`src/rtl/wb_uart_pkg.sv`:
```
// Shared UART register map, STATUS bit positions and receive FSM encoding.
// Constants only: no latency, no flow control.
package wb_uart_pkg;

  localparam logic [2:0] REG_RXDATA = 3'h0;
  localparam logic [2:0] REG_STATUS = 3'h4;

  localparam int STAT_VALID = 0;
  localparam int STAT_OVR   = 1;
  localparam int STAT_FERR  = 2;
  localparam int STAT_COUNT = 8;

  typedef enum logic [2:0] {
    RX_IDLE  = 3'd0,
    RX_START = 3'd1,
    RX_DATA  = 3'd2,
    RX_STOP  = 3'd3,
    RX_BREAK = 3'd4
  } rx_state_t;

  function automatic logic [31:0] status_word(input logic [4:0] count, input logic ferr,
                                              input logic ovr, input logic valid);
    logic [31:0] w;
    w = '0;
    w[STAT_COUNT +: 5] = count;
    w[STAT_FERR]       = ferr;
    w[STAT_OVR]        = ovr;
    w[STAT_VALID]      = valid;
    return w;
  endfunction

endpackage

```
`src/rtl/uart_rx_fifo.sv`:
```
// Synchronous byte FIFO, first-word-fall-through; one-cycle write-to-read latency.
// Push into a full FIFO is ignored unless a pop happens in the same cycle.
module uart_rx_fifo #(
  parameter int AW = 4
) (
  input  logic        clock,
  input  logic        resetn,
  input  logic        push,
  input  logic [7:0]  din,
  input  logic        pop,
  output logic [7:0]  dout,
  output logic        empty,
  output logic        full,
  output logic [AW:0] count
);

  localparam int DEPTH = 2 ** AW;

  logic [7:0]    mem [DEPTH];
  logic [AW-1:0] wptr;
  logic [AW-1:0] rptr;
  logic          do_push;
  logic          do_pop;

  assign empty   = (count == '0);
  assign full    = (count == (AW+1)'(DEPTH));
  assign do_pop  = pop & ~empty;
  assign do_push = push & (~full | pop);
  assign dout    = mem[rptr];

  always_ff @(posedge clock) begin
    if (do_push) mem[wptr] <= din;
  end

  always_ff @(posedge clock or negedge resetn) begin
    if (!resetn) begin
      wptr  <= '0;
      rptr  <= '0;
      count <= '0;
    end else begin
      if (do_push) wptr <= wptr + 1'b1;
      if (do_pop)  rptr <= rptr + 1'b1;
      count <= count + (AW+1)'(do_push) - (AW+1)'(do_pop);
    end
  end

endmodule

```
`src/rtl/wb_uart_rx.sv`:
```
// Wishbone classic UART receiver (8N1, 16x oversampling) with byte FIFO; ack one cycle after request.
// Bytes arriving while the FIFO is full are dropped and flagged as overrun; the bus never stalls.
module wb_uart_rx
  import wb_uart_pkg::*;
#(
  parameter int CLK_FREQ_HZ = 24000000,
  parameter int BAUD        = 115200,
  parameter int FIFO_AW     = 4
) (
  input  logic        clock,
  input  logic        resetn,
  input  logic [2:0]  wb_adr_i,
  input  logic [31:0] wb_dat_i,
  output logic [31:0] wb_dat_o,
  input  logic        wb_we_i,
  input  logic [3:0]  wb_sel_i,
  input  logic        wb_stb_i,
  input  logic        wb_cyc_i,
  output logic        wb_ack_o,
  input  logic        uart_rx,
  output logic        irq
);

  localparam int DIV = CLK_FREQ_HZ / (16 * BAUD);
  localparam int TW  = (DIV > 1) ? $clog2(DIV) : 1;

  logic rx_s1, rx_s2, armed;
  logic [1:0] warm;
  logic start_edge;

  // armed only follows the line once the synchroniser holds real samples,
  // so a line held low across reset release is never taken as a start edge.
  always_ff @(posedge clock or negedge resetn) begin
    if (!resetn) begin
      rx_s1 <= 1'b1;
      rx_s2 <= 1'b1;
      warm  <= '0;
      armed <= 1'b0;
    end else begin
      rx_s1 <= uart_rx;
      rx_s2 <= rx_s1;
      warm  <= {warm[0], 1'b1};
      armed <= warm[1] & rx_s2;
    end
  end
  assign start_edge = armed & ~rx_s2;

  rx_state_t state_q, state_d;
  logic [TW-1:0] tcnt;
  logic tick;
  logic [3:0] sub;
  logic [2:0] bitcnt;
  logic [7:0] shreg;
  logic samp_bit, byte_ok, ferr_set, clr_sub;

  assign tick = (state_q != RX_IDLE) && (tcnt == TW'(DIV - 1));

  always_ff @(posedge clock or negedge resetn) begin
    if (!resetn)                          tcnt <= '0;
    else if (state_q == RX_IDLE || tick)  tcnt <= '0;
    else                                  tcnt <= tcnt + 1'b1;
  end

  always_ff @(posedge clock or negedge resetn) begin
    if (!resetn) state_q <= RX_IDLE;
    else         state_q <= state_d;
  end

  always_comb begin
    state_d = state_q;
    case (state_q)
      RX_IDLE:  if (start_edge) state_d = RX_START;
      RX_START: if (tick && sub == 4'd7) state_d = rx_s2 ? RX_IDLE : RX_DATA;
      RX_DATA:  if (tick && sub == 4'd15 && bitcnt == 3'd7) state_d = RX_STOP;
      RX_STOP:  if (tick && sub == 4'd15) state_d = rx_s2 ? RX_IDLE : RX_BREAK;
      RX_BREAK: if (rx_s2) state_d = RX_IDLE;
      default:  state_d = RX_IDLE;
    endcase
  end

  always_comb begin
    samp_bit = (state_q == RX_DATA) && tick && (sub == 4'd15);
    byte_ok  = (state_q == RX_STOP) && tick && (sub == 4'd15) && rx_s2;
    ferr_set = (state_q == RX_STOP) && tick && (sub == 4'd15) && !rx_s2;
    clr_sub  = (state_q == RX_IDLE) || ((state_q == RX_START) && tick && (sub == 4'd7));
  end

  // sub wraps 15->0 on its own, so DATA bits and STOP stay 16 ticks apart.
  always_ff @(posedge clock or negedge resetn) begin
    if (!resetn) begin
      sub    <= '0;
      bitcnt <= '0;
      shreg  <= '0;
    end else begin
      if (clr_sub)   sub <= '0;
      else if (tick) sub <= sub + 1'b1;
      if (state_q != RX_DATA) bitcnt <= '0;
      else if (samp_bit)      bitcnt <= bitcnt + 1'b1;
      if (samp_bit) shreg <= {rx_s2, shreg[7:1]};
    end
  end

  logic [7:0]       fifo_dout;
  logic             fifo_empty, fifo_full, fifo_pop;
  logic [FIFO_AW:0] fifo_count;

  uart_rx_fifo #(.AW(FIFO_AW)) u_fifo (
    .clock  (clock),
    .resetn (resetn),
    .push   (byte_ok),
    .din    (shreg),
    .pop    (fifo_pop),
    .dout   (fifo_dout),
    .empty  (fifo_empty),
    .full   (fifo_full),
    .count  (fifo_count)
  );

  logic req, is_status, ovr, ferr, ovr_clr, ferr_clr, ovr_set;
  logic [31:0] rd_data;
  logic unused;

  assign unused    = ^{wb_sel_i, wb_adr_i[1:0], wb_dat_i[31:3], wb_dat_i[0]};
  assign req       = wb_cyc_i & wb_stb_i & ~wb_ack_o;
  assign is_status = (wb_adr_i[2] == REG_STATUS[2]);
  assign ovr_set   = byte_ok & fifo_full & ~fifo_pop;
  assign ovr_clr   = req & wb_we_i & is_status & wb_dat_i[STAT_OVR];
  assign ferr_clr  = req & wb_we_i & is_status & wb_dat_i[STAT_FERR];

  always_comb begin
    rd_data = '0;
    if (is_status)        rd_data = status_word(5'(fifo_count), ferr, ovr, ~fifo_empty);
    else if (!fifo_empty) rd_data = {23'b0, 1'b1, fifo_dout};
  end

  // The pop decision is latched with the read data so the entry returned is the entry removed.
  always_ff @(posedge clock or negedge resetn) begin
    if (!resetn) begin
      wb_ack_o <= 1'b0;
      wb_dat_o <= '0;
      fifo_pop <= 1'b0;
      ovr      <= 1'b0;
      ferr     <= 1'b0;
      irq      <= 1'b0;
    end else begin
      wb_ack_o <= req;
      wb_dat_o <= (req && !wb_we_i) ? rd_data : '0;
      fifo_pop <= req & ~wb_we_i & ~is_status & ~fifo_empty;
      ovr      <= ovr_set | (ovr & ~ovr_clr);
      ferr     <= ferr_set | (ferr & ~ferr_clr);
      irq      <= ~fifo_empty | ovr | ferr;
    end
  end

endmodule
```
`config.mk`:
```
export PLATFORM = sky130hd
export DESIGN_NAME = wb_uart_rx
export DESIGN_NICKNAME = d
export VERILOG_FILES = /design/src/rtl/wb_uart_pkg.sv /design/src/rtl/uart_rx_fifo.sv /design/src/rtl/wb_uart_rx.sv
export SDC_FILE = /design/constraint.sdc
export NUM_CORES = 1
export LEC_CHECK = 0
export BUFFER_PORTS_ARGS = -buffer_cell sky130_fd_sc_hd__buf_2
export CAP_MARGIN = 20
export CORE_ASPECT_RATIO = 0.6
export CORE_MARGIN = 2
export CORE_UTILIZATION = 55
export DETAILED_ROUTE_END_ITERATION = 16
export PLACE_DENSITY = 0.75
export SLEW_MARGIN = 0
export SYNTH_ARGS = -nofsm -noshare
export SYNTH_HDL_FRONTEND = slang
export SYNTH_HIERARCHICAL = 1
export SYNTH_SLANG_ARGS = --single-unit
```
`constraint.sdc`:
```
create_clock -name clock -period 9 [get_ports clock]
set_input_delay 0.45 -clock clock [delete_from_list [all_inputs] [get_ports clock]]
set_output_delay 0.45 -clock clock [all_outputs]
set_load 0.005 [all_outputs]
```
==> results of run 1 <==
## worst max-delay path, stage by stage (launching register included)
cell and delay, ns:
dfrtp_1 0.41, inv_1 0.07, ha_1 0.15, and3_2 0.24, and3_4 0.23, nand4_1 0.27, nor2_1 0.17, o21a_1 0.33
nand2_1 0.25, nor3_1 0.73, buf_2 0.30
## cell usage after synthesis, drive strengths merged (2+ instances only)
cell type / n
a221oi: 17
nand3: 8
nor2b: 2
a22o: 2
mux2i: 34
a21o: 2
edfxtp: 128
nor4: 2
xnor2: 10
nor2: 32
a21oi: 7
and3: 2
conb: 2
nand4: 3
or3: 2
a22oi: 8
mux4: 16
dfstp: 2
clkbuf: 4
nand2: 24
inv: 17
mux2: 9
o21ai: 13
nor3: 5
and2: 12
xor2: 5
dfrtp: 56
nand2b: 2
ha: 16
buf: 35
## sequential cells by signal (all words and copies together) (netlist names)
signal and count:
armed 1, bitcnt 3, ferr 1, fifo_pop 1
irq 1, ovr 1, rx_s1 1, rx_s2 1
shreg 8, state_q 3, sub 4, tcnt 4
u_fifo/count 5, u_fifo/mem 128, u_fifo/rptr 4, u_fifo/wptr 4
warm 2, wb_ack_o 1, wb_dat_o 13
## area by class of cell
cell class | count | area (um2)
Timing Repair Buffer | 29 | 153
Multi-Input combinational cell | 262 | 2160
Inverter | 17 | 63.8
Sequential cell | 186 | 5300
Fill cell | 1002 | 5210
Tap cell | 192 | 240
Clock buffer | 18 | 450
Clock inverter | 14 | 125
## metrics by stage
step / instances / hold WS (ns) / setup WS [ns] / utilization / instance area, um2
2_1_floorplan: 504 / 0.154 / 6.07 / - / 7830
6_report: 718 / 0.111 / 5.57 / 0.620 / 8490
3_5_place_dp: 686 / 0.343 / 5.62 / 0.578 / 7920
4_1_cts: 718 / 0.102 / 5.60 / 0.620 / 8490
5_1_grt: 718 / 0.106 / 5.30 / 0.620 / 8490
3_3_place_gp: 682 / 0.334 / 5.52 / 0.576 / 7900
## power groups by stage
| stage | Combinational (mW) | Clock [mW] | Sequential, mW |
|---|---|---|---|
| floorplan | 0.0425 | 0 | 0.955 |
| global placement | 0.0505 | 0 | 0.956 |
| detailed placement | 0.0537 | 0 | 0.958 |
| CTS | 0.0539 | 0.729 | 0.939 |
| global route | 0.0629 | 0.767 | 0.942 |
| finish | 0.0532 | 0.719 | 0.940 |
## worst paths after layout
path	from	end	depth (start not counted)
setup / recovery	tcnt[0]	u_fifo/mem[3][2]	10
hold / removal	uart_rx	rx_s1	1
setup reg to reg	tcnt[0]	u_fifo/mem[3][2]	10
hold reg to reg	rx_s1	rx_s2	0
max in group asynchronous	resetn	u_fifo/rptr[0]	2
min in group asynchronous	resetn	wb_dat_o[0]	2
## cell families after synthesis
family / Yosys count / synth area share
flops: 186 / 0.683
simple gates: 98 / 0.0640
mux: 59 / 0.103
buf+inv: 56 / 0.0476
compound gates: 53 / 0.0561
fa+ha+maj: 17 / 0.0284
xor+xnor: 15 / 0.0169
other cells: 2 / 0.000968
## layer usage
layer	share of wire	routed length, um	vias to the layer above
li1	-	-	1829
met1	0.47	6750	2000
met2	0.46	6660	112
met3	0.063	916	16
met4	0.0089	128	0
met5	0	0	-
## cell usage in the layout (no fill, tap or decap), types with 3 or more instances in the layout
master / instances
buf_4: 3
nand3_1: 7
ha_1: 16
dfrtp_1: 55
a221oi_2: 9
nor2_1: 31
o21ai_0: 13
a22oi_1: 8
clkinv_4: 3
mux2_2: 8
edfxtp_1: 128
nand4_1: 3
xnor2_1: 10
a21oi_1: 7
buf_2: 26
inv_6: 4
a221oi_1: 8
inv_1: 17
nor3_1: 5
conb_1: 20
inv_8: 4
clkbuf_16: 18
xor2_1: 5
and2_1: 12
mux4_2: 16
nand2_1: 24
mux2i_1: 34
==> load_flow_metrics.sql, run 1 <==
INSERT INTO impl_metrics (metric_group, metric, value, unit) VALUES
('sta', 'fmax', '291', 'MHz'),
('power', 'leakagePower', '2.96', 'nW'),
('sta', 'worst-slew-pin-transition', '0.991', 'ns'),
('cells_and_area', 'finalNetCount', '575', ''),
('critical_path', 'cp-end-kind', 'flop', ''),
('global_routing', 'grt.met3_usage', '0.0459', ''),
('synth', 'postSynthAreaPerCell', '16.0', 'um2'),
('global_routing', 'grt_util_all_layers', '0.207', ''),
('worst_hold_path', 'hp-class', 'input port to flop', ''),
('power', 'vdd_drop_max', '0.130', 'mV'),
('synth', 'synth-async-reset-ratio', '0.312', ''),
('power', 'power.internal', '1.33', 'mW'),
('routing', 'post_drt_wl_per_cell', '20.1', 'um'),
('clocking', 'post_cts_resized', '0', ''),
('clocking', 'number_of_buffers_created_by_cts', '17', ''),
('routing', 'detailedRoute.firstPassIterationCount', '4', ''),
('power', 'comb_power_share', '0.031', ''),
('routing', 'post-route-drc-count', '0', ''),
('placement', 'detailedPlacementHpwl', '9440', 'um'),
('clocking', 'number_of_buffers_between_clock_root_and_the_deepest_sink', '2', ''),
('synth', 'mappedNetlistArea', '0.00776', 'mm2'),
('routing', 'detail_route.wirelength', '14500', 'um'),
('clocking', 'h-tree-depth', '4', ''),
('outcome', 'status', 'finished, final reports clean', ''),
('synth', 'yosysTopAreaCell', 'edfxtp_1', ''),
('critical_path', 'critical_path.startpoint_type', 'flop', ''),
('critical_path', 'worstPathRequired', '9.14', 'ns'),
('critical_path', 'critical_path_arrival', '3.57', 'ns'),
('global_routing', 'first_global_vias', '3871', ''),
('global_routing', 'grt_start_max_net_pins', '59', ''),
('sta', 'final.setup.tns', '0', 'ns'),
('sta', 'grt_setup_unrepaired', 'no', ''),
('placement', 'port_buffers', '23', ''),
('floorplan', 'row_count', '33', ''),
('critical_path', 'r2r_setup_slack', '5.57', 'ns'),
('clocking', 'worst_skew_pair.late_latency', '0.43', 'ns'),
('floorplan', 'chipHeight', '96.0', 'um'),
('global_routing', 'antenna_found_initial', '0', ''),
('critical_path', 'timing_worst_setup_path_type', 'flop to flop', ''),
('flow_run', 'maxCapViolCount', '0', ''),
('power', 'power.net_switching', '0.384', 'mW'),
('cells_and_area', 'share_of_final_layout_standard_cells_stronger_than_drive_strength_1', '0.202', ''),
('global_routing', 'grtUsageMet2', '0.311', ''),
('clocking', 'ctsHoldBuffers', '0', ''),
('clocking', 'cts_tree', 'done', ''),
('floorplan', 'design.die.area', '0.0151', 'mm2'),
('synth', 'ys_dominant_reg_cell', 'edfxtp_1', ''),
('sta', 'finalHoldViolCount', '0', ''),
('sta', 'timing.clock.skew', '0.00867', 'ns'),
('power', 'share_clk_of_total_power', '0.420', ''),
('synth', 'synth_seq_cells', '186', ''),
('global_routing', 'global_route_wire_length_before_repair', '22200', 'um'),
('floorplan', 'die_w', '157', 'um'),
('floorplan', 'initial_core_utilization', '0.566', ''),
('critical_path', 'critical_path_peak_fanout', '9', ''),
('synth', 'ys_warn_count', '6', ''),
('clocking', 'clock_sinks', '186', ''),
('cells_and_area', 'antenna_cells', '0', ''),
('clocking', 'number_of_post_cts_setup_repair_buffers', '0', ''),
('floorplan', 'design.portCount', '79', ''),
('routing', 'ant_nets', '0', ''),
('synth', 'synthDominantCellAreaShare', '0.495', ''),
('sta', 'layout_min_cycle_time', '3.43', 'ns'),
('synth', 'post_synth_inst_count', '486', ''),
('power', 'p_per_area', '202', 'mW/mm2'),
('routing', 'route.detailed.vias_per_inst', '5.51', ''),
('cells_and_area', 'area_growth', '9.46', '%'),
('floorplan', 'core_area', '0.0137', 'mm2'),
('synth', 'synth-edff-count', '128', ''),
('sta', 'final_max_slew_viol_count', '0', ''),
('power', 'power.share.sequential', '0.549', '');
No activity file was read; power rests on OpenSTA's default activity.
==> inputs of run 2 (changes only) <==
--- a/config.mk
+++ b/config.mk
@@ -9,9 +9,9 @@
 export CAP_MARGIN = 20
 export CORE_ASPECT_RATIO = 0.6
 export CORE_MARGIN = 2
-export CORE_UTILIZATION = 55
+export CORE_UTILIZATION = 53
 export DETAILED_ROUTE_END_ITERATION = 16
-export PLACE_DENSITY = 0.75
+export PLACE_DENSITY = 0.76
 export SLEW_MARGIN = 0
 export SYNTH_ARGS = -nofsm -noshare
 export SYNTH_HDL_FRONTEND = slang
==> constraint.sdc (replaced) <==
create_clock -name clock -period 2.78 [get_ports clock]
set_input_delay 0.139 -clock clock [delete_from_list [all_inputs] [get_ports clock]]
set_output_delay 0.139 -clock clock [all_outputs]
set_load 0.005 [all_outputs]
==> load_flow_metrics.sql, run 2 (synthesized netlist as in run 1, its figures left out) <==
INSERT INTO impl_metrics (metric_group, metric, value, unit) VALUES
('floorplan', 'row_count', '34', ''),
('outcome', 'failed_checks', 'setup timing', ''),
('routing', 'vias', '4343', ''),
('sta', 'worst-slew-pin-transition', '0.749', 'ns'),
('routing', 'detailedRoute.firstPassIterationCount', '5', ''),
('sta', 'period_share', '1.02', ''),
('clocking', 'clock_sinks', '186', ''),
('routing', 'post-route-drc-count', '0', ''),
('critical_path', 'maximum_cell_stage_delay_along_the_critical_path', '0.39', 'ns'),
('cells_and_area', 'most_frequent_cells_in_the_layout', '128 x edfxtp_1, 55 x dfrtp_1, 38 x buf_4', ''),
('global_routing', 'grt_start_max_net_pins', '59', ''),
('sta', 'finalHoldViolCount', '0', ''),
('floorplan', 'design.die.area', '0.0157', 'mm2'),
('power', 'vdd_drop_max', '0.299', 'mV'),
('critical_path', 'critical-path-top-delay-family', 'adder cells', ''),
('global_routing', 'antenna_found_initial', '0', ''),
('sta', 'grt_setup_unrepaired', 'yes', ''),
('cells_and_area', 'regArea', '0.00530', 'mm2'),
('cells_and_area', 'n_fill_cell', '1036', ''),
('clocking', 'clkSlewWorstSetupHoldPaths', '0.07', 'ns'),
('sta', 'layout_min_cycle_time', '2.84', 'ns'),
('placement', 'detailedPlacementHpwl', '10500', 'um'),
('critical_path', 'cell_occurring_most_often_along_the_worst_timing_path', 'inv_2', ''),
('clocking', 'number_of_buffers_between_clock_root_and_the_deepest_sink', '2', ''),
('cells_and_area', 'finalNetCount', '611', ''),
('sta', 'setup-violations-final', '1', ''),
('floorplan', 'design.portCount', '79', ''),
('power', 'leakagePower', '3.26', 'nW'),
('cells_and_area', 'finish.utilization', '0.618', ''),
('flow_run', 'maxCapViolCount', '0', ''),
('worst_hold_path', 'hp-class', 'input port to flop', ''),
('sta', 'timing.clock.skew', '0.0112', 'ns'),
('floorplan', 'initial_core_utilization', '0.540', ''),
('cells_and_area', 'largest_register_ffs', '128', ''),
('sta', 'fmax', '352', 'MHz'),
('clocking', 'cts_tree', 'done', ''),
('cells_and_area', 'area_growth', '14.5', '%'),
('clocking', 'h-tree-depth', '4', ''),
('critical_path', 'cp-end-kind', 'flop', ''),
('cells_and_area', 'largestRegisters', 'u_fifo/mem x128, wb_dat_o x13, shreg x8', ''),
('routing', 'ant_nets', '0', ''),
('clocking', 'worst_skew_pair.late_latency', '0.43', 'ns'),
('routing', 'post_drt_wl_per_cell', '20.9', 'um'),
('global_routing', 'first_global_vias', '4295', ''),
('critical_path', 'timing_worst_setup_path_type', 'flop to flop', ''),
('critical_path', 'worstPathRequired', '3.13', 'ns'),
('sta', 'setup_slack', '-0.0577', 'ns'),
('clocking', 'number_of_buffers_created_by_cts', '17', ''),
('placement', 'pre_cts_slack', '-0.0547', 'ns'),
('global_routing', 'global_route_wire_length_before_repair', '24700', 'um'),
('cells_and_area', 'multiInputGateArea', '0.00220', 'mm2'),
('critical_path', 'cp_cell_sequence', 'inv_2 > ha_2 > and3_4 > and3_4 > nand4_1 > nor2_2 > o21a_1 > inv_2 > ha_4 > inv_2 > ha_4 > fa_2 > a21oi_2 > nor2_1 > nor2_1 > xnor2_1', ''),
('sta', 'max_slew_margin', '0.501', ''),
('sta', 'final_max_slew_viol_count', '0', ''),
('cells_and_area', 'share_of_final_layout_standard_cells_stronger_than_drive_strength_1', '0.262', ''),
('critical_path', 'critical_path_arrival', '3.19', 'ns'),
('floorplan', 'chipHeight', '97.7', 'um'),
('placement', 'port_buffers', '23', ''),
('sta', 'fin_worst_hold_slack', '0.0412', 'ns'),
('routing', 'route.detailed.vias_per_inst', '5.71', ''),
('routing', 'drt_iter0_drc', '498', ''),
('critical_path', 'critical_path.startpoint_type', 'flop', ''),
('floorplan', 'die_w', '160', 'um'),
('outcome', 'status', 'finished with violations', ''),
('floorplan', 'core_area', '0.0144', 'mm2'),
('clocking', 'ctsRootBufferMaster', 'clkbuf_16', ''),
('critical_path', 'crit_path_top_delay_cell', 'dfrtp_1', ''),
('routing', 'detail_route.wirelength', '15900', 'um'),
('cells_and_area', 'antenna_cells', '0', ''),
('critical_path', 'r2r_setup_slack', '-0.06', 'ns'),
('cells_and_area', 'regMostFlops', 'u_fifo/mem', ''),
('critical_path', 'critical_path_peak_fanout', '2', ''),
('cells_and_area', 'layout_commonest_cell', 'edfxtp_1', ''),
('critical_path', 'crit_buf_inv', '3', ''),
('power', 'p_per_area', '644', 'mW/mm2'),
('global_routing', 'grt_util_all_layers', '0.215', ''),
('global_routing', 'global_route_congestion_overflow_total', '0', ''),
('placement', 'place_congestion', '0.859', '');
run 2: changes by cell type in the layout (fill, tap and decap cells not counted), moves of 3 or more:
cell	previous run	this run
inv_1	17	14
buf_2	26	23
ha_1	16	13
dlygate4sd3_1	0	3
inv_2	0	3
buf_4	3	38
clkbuf_16	18	21
inv_8	4	0
run 2: path summary, 6_finish.rpt:
kind,start,to,cells past startpoint
min in group asynchronous,resetn,wb_dat_o[9],3
worst min-delay path,wb_adr_i[2],wb_dat_o[0],3
worst max register to register,tcnt[1],u_fifo/count[4],16
worst max-delay path,tcnt[1],u_fifo/count[4],16
max in group asynchronous,resetn,u_fifo/rptr[0],3
worst min register to register,warm[0],warm[1],0
run 2: per-stage QoR:
step / area (um2) / power (mW) / std cells / TNS [ns]
floorplan: 7840 / 3.23 / 504 / -0.0324
global placement: 8160 / 3.29 / 720 / 0
CTS: 8850 / 5.74 / 758 / -0.0424
global route: 8890 / 5.93 / 760 / -0.334
finish: 8890 / 5.73 / 760 / -0.0577
detailed placement: 8160 / 3.31 / 720 / -0.0547
run 2: power by group:
| group | internal, mW | switching, mW | leakage [nW] |
|---|---|---|---|
| combinational | 0.112 | 0.122 | 1.18 |
| sequential | 2.99 | 0.0468 | 1.77 |
| clock | 1.43 | 1.02 | 0.312 |
run 2: layout make-up:
cell class | instances | area share
flip-flops and latches | 186 | 0.596
multi-input cells | 262 | 0.248
clock buffers | 24 | 0.0631
repair buffers | 65 | 0.0507
well taps | 198 | 0.0279
clock inverters | 8 | 0.00732
inverters | 17 | 0.00718
run 2: worst reg2reg max path: cells and delay by family (launching register included):
kind,cells,cell delay [ns]
DFF,1,0.39
and+or+nand+nor,6,0.86
buffers and inverters,3,0.15
AOI/OAI and AO/OA,2,0.31
xor gates and xnor gates,1,0.13
adders and majority gates,4,0.95
run 2: timing repair:
item / in CTS / in global routing
endpoints found under the hold margin: 58 / 0
setup endpoints to repair: 1 / 10
setup buffers: 3 / 2
pin swaps: 3 / 8
gates resized for setup: 3 / 6
hold buffers: 3 / 0
run 2: routing by layer:
layer,track usage,vias up,part of all wire
met3,0.0593,16,0.084
met2,0.308,181,0.45
met4,0.0624,0,0.0098
met5,0,-,0
li1,-,1906,-
met1,0.327,2240,0.46
==> inputs of run 3 (changes only) <==
--- a/config.mk
+++ b/config.mk
@@ -9,9 +9,9 @@
 export CAP_MARGIN = 20
 export CORE_ASPECT_RATIO = 0.6
 export CORE_MARGIN = 2
-export CORE_UTILIZATION = 53
+export CORE_UTILIZATION = 55
 export DETAILED_ROUTE_END_ITERATION = 16
-export PLACE_DENSITY = 0.76
+export PLACE_DENSITY = 0.75
 export SLEW_MARGIN = 0
 export SYNTH_ARGS = -nofsm -noshare
 export SYNTH_HDL_FRONTEND = slang
==> constraint.sdc (replaced) <==
create_clock -name clock -period 3.1 [get_ports clock]
set_input_delay 0.155 -clock clock [delete_from_list [all_inputs] [get_ports clock]]
set_output_delay 0.155 -clock clock [all_outputs]
set_load 0.005 [all_outputs]
==> load_flow_metrics.sql, run 3 (synthesized netlist as in run 1, its figures left out) <==
INSERT INTO impl_metrics (metric_group, metric, value, unit) VALUES
('cells_and_area', 'largest_register_ffs', '128', ''),
('clocking', 'number_of_buffers_created_by_cts', '17', ''),
('cells_and_area', 'most_frequent_cells_in_the_layout', '128 x edfxtp_1, 55 x dfrtp_1, 34 x mux2i_1, 34 x buf_4, 31 x nor2_1', ''),
('flow_run', 'maxCapViolCount', '0', ''),
('floorplan', 'row_count', '33', ''),
('sta', 'worst-slew-pin-transition', '1.02', 'ns'),
('critical_path', 'cp-end-kind', 'flop', ''),
('critical_path', 'critical_path_peak_fanout', '4', ''),
('sta', 'period_share', '0.963', ''),
('routing', 'detail_route.wirelength', '15100', 'um'),
('power', 'p_total', '5.12', 'mW'),
('placement', 'post_dp_cell_area', '0.00811', 'mm2'),
('floorplan', 'design.portCount', '79', ''),
('global_routing', 'grt_util_all_layers', '0.215', ''),
('floorplan', 'initial_core_utilization', '0.566', ''),
('worst_hold_path', 'hp-class', 'input port to flop', ''),
('sta', 'max_slew_margin', '0.317', ''),
('cells_and_area', 'finalNetCount', '607', ''),
('cells_and_area', 'regMostFlops', 'u_fifo/mem', ''),
('routing', 'post-route-drc-count', '0', ''),
('placement', 'pre_cts_slack', '0.0810', 'ns'),
('global_routing', 'global_route_wire_length_before_repair', '22800', 'um'),
('sta', 'layout_min_cycle_time', '2.98', 'ns'),
('cells_and_area', 'antenna_cells', '0', ''),
('clocking', 'worst_skew_pair.late_latency', '0.43', 'ns'),
('placement', 'port_buffers', '23', ''),
('critical_path', 'crit_path_top_delay_cell', 'dfrtp_1', ''),
('global_routing', 'antenna_found_initial', '0', ''),
('critical_path', 'timing_worst_setup_path_type', 'flop to flop', ''),
('clocking', 'ctsRootBufferMaster', 'clkbuf_16', ''),
('critical_path', 'maximum_cell_stage_delay_along_the_critical_path', '0.41', 'ns'),
('global_routing', 'grt_start_max_net_pins', '33', ''),
('global_routing', 'first_global_vias', '3985', ''),
('sta', 'final.setup.tns', '0', 'ns'),
('cells_and_area', 'layout_commonest_cell', 'edfxtp_1', ''),
('floorplan', 'core_area', '0.0137', 'mm2'),
('clocking', 'number_of_buffers_between_clock_root_and_the_deepest_sink', '2', ''),
('sta', 'finalHoldViolCount', '0', ''),
('global_routing', 'global_route_congestion_overflow_total', '0', ''),
('sta', 'final_max_slew_viol_count', '0', ''),
('critical_path', 'critical_path_arrival', '3.34', 'ns'),
('cells_and_area', 'n_fill_cell', '990', ''),
('clocking', 'clock_sinks', '186', ''),
('power', 'p_per_area', '580', 'mW/mm2'),
('critical_path', 'cp_cell_sequence', 'inv_1 > ha_2 > and3_4 > and3_4 > nand4_1 > nor2_1 > o21a_1 > inv_1 > ha_1 > inv_1 > ha_2 > fa_2 > a21oi_2 > nor2_1 > nor2_1 > xnor2_1', ''),
('clocking', 'clkSlewWorstSetupHoldPaths', '0.07', 'ns'),
('cells_and_area', 'post_route_cell_area', '0.00882', 'mm2'),
('floorplan', 'chipHeight', '96.0', 'um'),
('sta', 'timing.clock.skew', '0.0125', 'ns'),
('critical_path', 'critical_path.startpoint_type', 'flop', ''),
('sta', 'fmax', '335', 'MHz'),
('clocking', 'cts_tree', 'done', ''),
('clocking', 'h-tree-depth', '4', ''),
('floorplan', 'design.die.area', '0.0151', 'mm2'),
('placement', 'place_congestion', '0.791', ''),
('routing', 'vias', '4211', ''),
('critical_path', 'worstPathRequired', '3.45', 'ns'),
('cells_and_area', 'multiInputGateArea', '0.00218', 'mm2'),
('placement', 'detailedPlacementHpwl', '10100', 'um'),
('sta', 'setup-violations-final', '0', ''),
('cells_and_area', 'largestRegisters', 'u_fifo/mem x128, wb_dat_o x13, shreg x8', ''),
('routing', 'detailedRoute.firstPassIterationCount', '5', ''),
('cells_and_area', 'regArea', '0.00530', 'mm2'),
('routing', 'drt_iter0_drc', '465', ''),
('routing', 'post_drt_wl_per_cell', '20.2', 'um'),
('power', 'vdd_drop_max', '0.385', 'mV'),
('cells_and_area', 'final-instance-count-excl-fill', '750', ''),
('power', 'leakagePower', '3.24', 'nW'),
('floorplan', 'die_w', '157', 'um'),
('outcome', 'status', 'finished, final reports clean', ''),
('routing', 'route.detailed.vias_per_inst', '5.61', ''),
('routing', 'ant_nets', '0', ''),
('cells_and_area', 'share_of_final_layout_standard_cells_stronger_than_drive_strength_1', '0.247', ''),
('placement', 'dp.cells', '709', ''),
('cells_and_area', 'area_growth', '13.7', '%'),
('sta', 'setup_slack', '0.115', 'ns');
run 3: layout make-up:
type,instances,area share
Sequential cell,186,0.601
Multi-Input combinational cell,262,0.247
Clock buffer,20,0.0567
Timing Repair Buffer,61,0.0477
Tap cell,192,0.0272
Clock inverter,12,0.0139
Inverter,17,0.00723
run 3: per-layer routing:
layer | up-vias | track usage | share of wire
met1 | 2172 | 0.320 | 0.48
met5 | - | 0 | 0
met4 | 0 | 0.0591 | 0.012
met3 | 14 | 0.0558 | 0.069
li1 | 1897 | - | -
met2 | 128 | 0.315 | 0.44
run 3: final timing paths:
| kind | from | cells past startpoint | end | slack, ns |
|---|---|---|---|---|
| max | tcnt[0] | 16 | u_fifo/count[4] | 0.12 |
| min | wb_dat_i[1] | 4 | ovr | 0.03 |
| max reg2reg | tcnt[0] | 16 | u_fifo/count[4] | 0.12 |
| min reg2reg | warm[0] | 0 | warm[1] | 0.35 |
| max in group asynchronous | resetn | 3 | rx_s1 | 1.95 |
| min in group asynchronous | resetn | 2 | wb_dat_o[2] | 0.34 |
run 3: through the flow:
stage                     hold WS, ns  utilization
after floorplan                -0.141            -
after global placement          0.250        0.592
after detailed placement        0.261        0.592
after CTS                      0.0234        0.639
after global routing           0.0414        0.644
final                          0.0296        0.644
run 3: report_power, final:
group,switching (mW),leakage [nW],internal (mW)
clock,0.936,0.310,1.27
combinational,0.0974,1.16,0.0834
sequential,0.0461,1.77,2.68
total,1.08,3.24,4.04
run 3: what timing repair did:
action	4_1_cts	5_1_grt
resized for setup	0	5
endpoints found under the hold margin	32	0
hold buffers	3	0
endpoints found under the setup margin	0	1
setup buffers	0	6
run 3: worst max-delay path: cells and delay by family (launching register included):
kind,cells,cell delay (ns)
xor+xnor,1,0.13
simple gates,6,0.89
buf+inv,3,0.19
flops,1,0.41
compound gates,2,0.29
fa+ha+maj,4,1.01
